File: src/rtl/uart_rx_fifo_if.sv
// Byte-receive / word-read bus between the UART receiver, the APB read path
// and the receive FIFO. Parameter AW is the FIFO pointer width.
interface uart_rx_fifo_if #(
   parameter int unsigned AW = 4
);
   logic          rx_done;
   logic [7:0]    rx_data;
   logic          rd_req;
   logic [31:0]   rd_data;
   logic          rd_valid;
   logic          ovf_clr;
   logic          empty;
   logic          full;
   logic [AW:0]   count;
   logic          overflow;

   // Receiver and APB side: drives requests, observes status
   modport master (
      output rx_done, rx_data, rd_req, ovf_clr,
      input  rd_data, rd_valid, empty, full, count, overflow
   );

   // FIFO side
   modport slave (
      input  rx_done, rx_data, rd_req, ovf_clr,
      output rd_data, rd_valid, empty, full, count, overflow
   );
endinterface

File: src/rtl/uart_rx_fifo.sv
// UART receive FIFO: buffers received bytes and returns them as 32-bit read
// words {16'h0, 8'h80, byte}. Sticky overflow when a byte arrives while full.
// Optional macro UART_RX_ZERO_DROP_EN: received 8'h00 bytes are discarded.
module uart_rx_fifo #(
   parameter int unsigned DEPTH = 16,
   parameter int unsigned AW    = 4
) (
   input  logic           clk,
   input  logic           resetn,
   uart_rx_fifo_if.slave  bus
);

   localparam int unsigned CW = AW + 1;
   localparam int unsigned DW = 8;
   localparam int unsigned WW = 32;

   logic [DW-1:0] mem_q [DEPTH];

   logic [AW-1:0] wr_ptr_q,   wr_ptr_d;
   logic [AW-1:0] rd_ptr_q,   rd_ptr_d;
   logic [CW-1:0] count_q,    count_d;
   logic          empty_q,    empty_d;
   logic          full_q,     full_d;
   logic          ovf_q,      ovf_d;
   logic [WW-1:0] rd_data_q,  rd_data_d;
   logic          rd_valid_q, rd_valid_d;

   logic          byte_ok_c;
   logic          pop_c;
   logic          push_c;
   logic          drop_c;

   // Byte qualification: optionally treat 8'h00 as line noise
`ifdef UART_RX_ZERO_DROP_EN
   assign byte_ok_c = (bus.rx_data != 8'h00);
`else
   assign byte_ok_c = 1'b1;
`endif

   // Accept decisions; a pop frees the slot a same-edge push needs when full
   assign pop_c  = bus.rd_req & ~empty_q;
   assign push_c = bus.rx_done & byte_ok_c & (~full_q | pop_c);
   assign drop_c = bus.rx_done & byte_ok_c & full_q & ~pop_c;

   // Next-state computation for pointers, occupancy, flags and read word
   always_comb begin
      wr_ptr_d   = wr_ptr_q;
      rd_ptr_d   = rd_ptr_q;
      count_d    = count_q;
      ovf_d      = ovf_q;
      rd_data_d  = rd_data_q;
      rd_valid_d = bus.rd_req;

      if (push_c) begin
         wr_ptr_d = AW'(wr_ptr_q + AW'(1));
      end
      if (pop_c) begin
         rd_ptr_d = AW'(rd_ptr_q + AW'(1));
      end
      count_d = CW'(count_q + CW'(push_c) - CW'(pop_c));

      if (bus.rd_req) begin
         rd_data_d = pop_c ? {16'h0000, 8'h80, mem_q[rd_ptr_q]} : WW'(0);
      end

      // Set wins over clear
      if (drop_c) begin
         ovf_d = 1'b1;
      end else if (bus.ovf_clr) begin
         ovf_d = 1'b0;
      end

      empty_d = (count_d == CW'(0));
      full_d  = (count_d == CW'(DEPTH));
   end

   // Control and status registers
   always_ff @(posedge clk or negedge resetn) begin
      if (!resetn) begin
         wr_ptr_q   <= '0;
         rd_ptr_q   <= '0;
         count_q    <= '0;
         empty_q    <= 1'b1;
         full_q     <= 1'b0;
         ovf_q      <= 1'b0;
         rd_data_q  <= '0;
         rd_valid_q <= 1'b0;
      end else begin
         wr_ptr_q   <= wr_ptr_d;
         rd_ptr_q   <= rd_ptr_d;
         count_q    <= count_d;
         empty_q    <= empty_d;
         full_q     <= full_d;
         ovf_q      <= ovf_d;
         rd_data_q  <= rd_data_d;
         rd_valid_q <= rd_valid_d;
      end
   end

   // Byte storage, intentionally not reset
   always_ff @(posedge clk) begin
      if (push_c) begin
         mem_q[wr_ptr_q] <= bus.rx_data;
      end
   end

   assign bus.rd_data  = rd_data_q;
   assign bus.rd_valid = rd_valid_q;
   assign bus.empty    = empty_q;
   assign bus.full     = full_q;
   assign bus.count    = count_q;
   assign bus.overflow = ovf_q;

endmodule

File: src/flat_wrapper.sv
// flat-port wrapper written by rule: the top's interface ports become plain ports
module uart_rx_fifo_flat 
#(
   parameter int unsigned DEPTH = 16,
   parameter int unsigned AW    = 4
)
  (clk, resetn, bus_rx_done, bus_rx_data, bus_rd_req, bus_ovf_clr, bus_rd_data, bus_rd_valid, bus_empty, bus_full, bus_count, bus_overflow);
  uart_rx_fifo_if #(.AW(AW)) bus_i ();
  input  logic clk;
  input  logic resetn;
  input wire logic [$bits(bus_i.rx_done)-1:0] bus_rx_done;
  input wire logic [$bits(bus_i.rx_data)-1:0] bus_rx_data;
  input wire logic [$bits(bus_i.rd_req)-1:0] bus_rd_req;
  input wire logic [$bits(bus_i.ovf_clr)-1:0] bus_ovf_clr;
  output wire logic [$bits(bus_i.rd_data)-1:0] bus_rd_data;
  output wire logic [$bits(bus_i.rd_valid)-1:0] bus_rd_valid;
  output wire logic [$bits(bus_i.empty)-1:0] bus_empty;
  output wire logic [$bits(bus_i.full)-1:0] bus_full;
  output wire logic [$bits(bus_i.count)-1:0] bus_count;
  output wire logic [$bits(bus_i.overflow)-1:0] bus_overflow;
  assign bus_i.rx_done = bus_rx_done;
  assign bus_i.rx_data = bus_rx_data;
  assign bus_i.rd_req = bus_rd_req;
  assign bus_i.ovf_clr = bus_ovf_clr;
  assign bus_rd_data = bus_i.rd_data;
  assign bus_rd_valid = bus_i.rd_valid;
  assign bus_empty = bus_i.empty;
  assign bus_full = bus_i.full;
  assign bus_count = bus_i.count;
  assign bus_overflow = bus_i.overflow;
  uart_rx_fifo #(.DEPTH(DEPTH), .AW(AW)) u_core (.clk(clk), .resetn(resetn), .bus(bus_i));
endmodule
File: config.mk
export PLATFORM = sky130hd
export DESIGN_NAME = uart_rx_fifo_flat
export DESIGN_NICKNAME = d
export VERILOG_FILES = /design/src/rtl/uart_rx_fifo_if.sv /design/src/rtl/uart_rx_fifo.sv /design/src/flat_wrapper.sv
export SDC_FILE = /design/constraint.sdc
export NUM_CORES = 1
export LEC_CHECK = 0
export CORE_MARGIN = 4
export CORE_UTILIZATION = 29
export DETAILED_ROUTE_END_ITERATION = 10
export GPL_TIMING_DRIVEN = 0
export SLEW_MARGIN = 20
export SYNTH_ARGS = -nofsm -noshare
export SYNTH_HDL_FRONTEND = slang
export SYNTH_SLANG_ARGS = --single-unit
File: constraint.sdc
create_clock -name clk -period 4.2 [get_ports clk]
set_clock_uncertainty 0.05 [all_clocks]
set_input_delay 0.84 -clock clk [delete_from_list [all_inputs] [get_ports clk]]
set_output_delay 0.84 -clock clk [all_outputs]
set_load 0.1 [all_outputs]
## Word level (Yosys, flattened, before mapping)

Memories as Yosys holds them, arrays and structs flattened.
Index checks and enable logic that the tools add are counted.

- Bits in registers: 49
- Bits in writable memories: 128
- Input port bits: 13
- Output and inout bits: 41
- Word-level logic and storage cells: 29
- Memories: 1

- $add $sub $neg: 4
- Equal/unequal tests: 1
- Mux-type cells: 5
- Bitwise logic cells: 8
- Reductions and logical operators: 2

Memories:

| name | depth | bits a word | rd ports | clocked after Yosys merged registers in | wr ports | line | text |
|---|---|---|---|---|---|---|---|
| u_core.mem_q | 16 | 8 | 1 | 0 | 1 | uart_rx_fifo.sv:17 | `logic [DW-1:0] mem_q [DEPTH];` |

Operator list:

| kind | count |
|---|---|
| 2-to-1 mux 16 bit | 1 |
| adder 4 x 1 -> 4 bit (second input constant) | 2 |
| adder 5 x 1 -> 5 bit | 1 |
| equality test 5 bit (second input constant) | 1 |
| zero test 5 bit | 1 |
| subtractor 5 x 1 -> 5 bit | 1 |
| AND 1 bit | 4 |
| 2-to-1 mux 1 bit | 4 |
| inverter 1 bit | 3 |
| nonzero test 2 bit | 1 |
| bitwise OR 1 bit | 1 |

## Longest topological paths before layout

- Word-level depth: 7
- Mapped depth: 9
- Mapped depth without buffers: 9

## Least setup slack after synthesis

Ideal clock, no wire load.

- Path kind: flip-flop to flip-flop
- Start point: register u_core.empty_q, in the netlist u_core.bus.empty
- End point: register u_core.full_q, in the netlist u_core.bus.full
- Setup time: 88 ps
- Arrival: 2,666 ps
- Data required time: 4,062 ps
- Setup slack: 1,395 ps
- Cell stages (with the launch flop): 10
- Path buffers: 1
- Clock period less this slack: 2,805 ps
- Cell sequence: dfstp_2 > nand2b_4 > a21boi_2 > buf_4 > ha_1 > fa_1 > a21o_1 > a21oi_1 > xnor2_1 > nor3b_1

- Word-level cells in the longest chain between the ends: 7

RTL lines:

| item | line | text |
|---|---|---|
| from (decl) | uart_rx_fifo.sv:22 | `logic empty_q, empty_d;` |
| from (signal assigned) | uart_rx_fifo.sv:92 | `empty_q <= empty_d;` |
| inverter 1 bit | uart_rx_fifo.sv:41 | `assign pop_c = bus.rd_req & ~empty_q;` |
| AND 1 bit | uart_rx_fifo.sv:41 |  |
| bitwise OR 1 bit | uart_rx_fifo.sv:42 | `assign push_c = bus.rx_done & byte_ok_c & (~full_q \| pop_c);` |
| AND 1 bit | uart_rx_fifo.sv:42 |  |
| via u_core.push_c | uart_rx_fifo.sv:30 | `logic push_c;` |
| adder 5 x 1 -> 5 bit | uart_rx_fifo.sv:60 | `count_d = CW'(count_q + CW'(push_c) - CW'(pop_c));` |
| subtractor 5 x 1 -> 5 bit | uart_rx_fifo.sv:60 |  |
| via u_core.count_d[4] | uart_rx_fifo.sv:21 | `logic [CW-1:0] count_q, count_d;` |
| equality test 5 bit | uart_rx_fifo.sv:74 | `full_d = (count_d == CW'(DEPTH));` |
| via u_core.full_d | uart_rx_fifo.sv:23 | `logic full_q, full_d;` |
| to (signal assigned) | uart_rx_fifo.sv:93 | `full_q <= full_d;` |
| to (decl) | uart_rx_fifo.sv:23 |  |

The timed path passes the listed nets, and every way through them passes these cells.
A chain may end at the register's enable or synchronous reset.

## Worst setup path in the final report

- Start point: register u_core.empty_q, in the netlist u_core.bus.empty
- End point: output port bus_empty

RTL lines:

| item | line | text |
|---|---|---|
| to (decl) | flat_wrapper.sv:17 | `output wire logic [$bits(bus_i.empty)-1:0] bus_empty;` |

No word-level cell between the ends.

==> flow_summary.toml <==
[synth]
synthCells = 410
yosysSeqAreaShare_pct = 69.4
avgSynthCellArea_um2 = 15.8
synthTopCellsByArea = "edfxtp_1, mux2i_1, dfrtp_1"
synth_warnings = 0
synth_top_area_share_pct = 59.3
ys_ff_latch = 154
ys_types = 38
yosysTopAreaCell = "edfxtp_1"
synth_area_um2 = 6480

[global_route]
grt-ovfl-total = 0
grt_max_degree = 27
grt_pass1_wl_um = 20900
antenna_found_initial = 0
first_global_vias = 3629
track_usage_pct = 11.6

[clock_tree]
path_clk_slew_ns = 0.06
clock_latency_ns = 0.41
cts_tree = "yes"
clk_path_buf_depth = 2
cts_buffers = 17
post-cts-setup-buffers = 0
htree_levels = 4
cts-resized-gates = 0
root_buffer = "clkbuf_16"
ctsHoldBuffers = 0
clkSinkCount = 154

[timing]
finalSetupTns_ns = 0
rsz0062_at_grt = "no"
maxSlewViolCount = 0
hold_viol = 0
worstMarginPinSlew_ns = 0.996
min_period_over_period_pct = 71.6
max-slew-margin-rel_pct = 33.4
min_period_ns = 3.01
max_freq_mhz = 333
setup_viol = 0

[placement]
place_area_um2 = 7210
dp_hpwl_um = 9550
globalplace.congestion = 0.788
dp.cells = 742
port_buffers = 30

[detailed_routing]
met3_length_um = 875
drt_iter0_drc = 210
wl_met2_um = 6840
num_vias = 3465
drc = 0
highest_layer = "met4"
drt-total-wl_um = 13900
wire_per_inst_um = 17.9
wl_met1_um = 5880
first_pass_iters = 7
postRouteAntennaNets = 0
vias_per_cell = 4.48

[layout]
n_antenna_cell = 0
drive_gt1_share_pct = 15.4
layout_common_cells = "edfxtp_1, mux2i_1, buf_4, clkdlybuf4s50_1, dfrtp_1"
area_growth_pct = 21.4
layout.cells.most_common = "edfxtp_1"
final_cell_count_no_fill = 774
fin_nets = 504
fin_area_um2 = 7870

[floorplan]
die_x_um = 157
num_io_pins = 54
row_count = 54
start_util_pct = 29.6
die_area_um2 = 24800
die_h_um = 157
core-area_um2 = 21900

[setup_path]
crit_arrival_ns = 2.12
cp_slowest_stage_delay_ns = 1.14
cp.required_ns = 3.31
cpLargestDelayFamily = "buffers and inverters"
setup.worst_path.class = "reg2out"
cp-end-kind = "primary output"
critPathMaxFanout = 5
path_cells = "clkdlybuf4s50_1"
start_kind = "flip-flop"
cpMaxStageDelayCell = "clkdlybuf4s50_1"
critPathBufInv = 1

[job]
drv_cap = 0

[power_and_ir_drop]
leakage_uw = 0.00303
p_total_uw = 6210
ir_worst_vdd_uv = 324
p_per_area_nw_per_um2 = 789

[run_status]
outcome = "completed"

[worst_hold_path]
hold_path_class = "in2async"
-- worst register-to-register path: stages (launching register included) --
cell      delay [ns]
dfstp_2         0.57
nand2b_4        0.17
a21boi_2        0.09
buf_4           0.17
ha_1            0.23
fa_1            0.40
a21o_1          0.19
a21oi_1         0.17
xnor2_1         0.20
nor3b_1         0.23
-- final cells by class --
| class | instances | area, µm² |
|---|---|---|
| plain buffers | 42 | 339 |
| clock buffers | 20 | 437 |
| fillers | 2080 | 14000 |
| flip-flops and latches | 154 | 4500 |
| multi-input cells | 221 | 1670 |
| repair buffers | 30 | 295 |
| well taps | 280 | 350 |
| inverters | 15 | 56.3 |
| clock inverters | 12 | 220 |
-- state kept, by name (all words and copies together) (netlist names), 4 cells and up --
| register | flops |
|---|---|
| u_core.bus.rd_data | 9 |
| u_core.bus.count | 5 |
| u_core.rd_ptr_q | 4 |
| u_core.wr_ptr_q | 4 |
| u_core.mem_q | 128 |
-- per-stage QoR --
step | setup WS (ns) | hold slack [ns] | utilization [%]
after floorplan | 1.40 | 0.411 | -
after global placement | 0.847 | 0.430 | 33.0
after detailed placement | 0.792 | 0.441 | 32.9
after CTS | 1.17 | 0.401 | 35.9
after global routing | 1.08 | 0.438 | 35.9
final | 1.19 | 0.388 | 35.9
-- power by group --
| part | leakage (µW) | switching, µW | internal, µW | total, µW |
|---|---|---|---|---|
| Clock | 0.000320 | 576 | 1110 | 1690 |
| Sequential | 0.00147 | 126 | 1920 | 2050 |
| Combinational | 0.00124 | 1670 | 800 | 2470 |
-- Yosys cell counts (all sizes together) --
cell,instances
clkbuf,1
nor2b,3
o221ai,8
and3b,2
conb,1
nand2,24
and4,4
inv,15
mux2i,64
a21oi,10
xnor2,9
nor2,1
nand2b,2
edfxtp,128
o21ai,3
dfrtp,25
xor2,1
nand3,10
nor3b,2
dfstp,1
nand3b,1
a21o,2
and2,13
a21boi,1
a22oi,24
or3b,1
ha,9
buf,41
nand4,1
fa,1
or3,1
nor3,1
-- final timing paths --
path	start	to	slack (ns)	depth (start not counted)
setup / recovery	u_core.bus.empty	bus_empty	1.19	1
hold / removal	resetn	u_core.bus.overflow	0.39	1
setup reg to reg	u_core.bus.empty	u_core.bus.full	1.65	9
hold reg to reg	u_core.rd_ptr_q[3]	u_core.rd_ptr_q[3]	0.45	1
max in group asynchronous	resetn	u_core.bus.rd_data[2]	3.31	1
min in group clk	u_core.rd_ptr_q[3]	u_core.rd_ptr_q[3]	0.45	1
-- per-layer routing --
| metal | track usage, % | vias up |
|---|---|---|
| li1 | - | 1632 |
| met1 | 14.3 | 1702 |
| met2 | 19.5 | 110 |
| met3 | 3.24 | 21 |
| met4 | 4.10 | 0 |
| met5 | 0 | - |
-- cells by family after synthesis --
| kind of cell | synth area share (%) |
|---|---|
| simple gates | 5.72 |
| buf+inv | 6.10 |
| xor+xnor | 1.35 |
| flops | 69.4 |
| other cells | 0.0579 |
| fa+ha+maj | 2.05 |
| compound gates | 5.46 |
| mux | 9.89 |
Power figures use the tool's default switching activity.
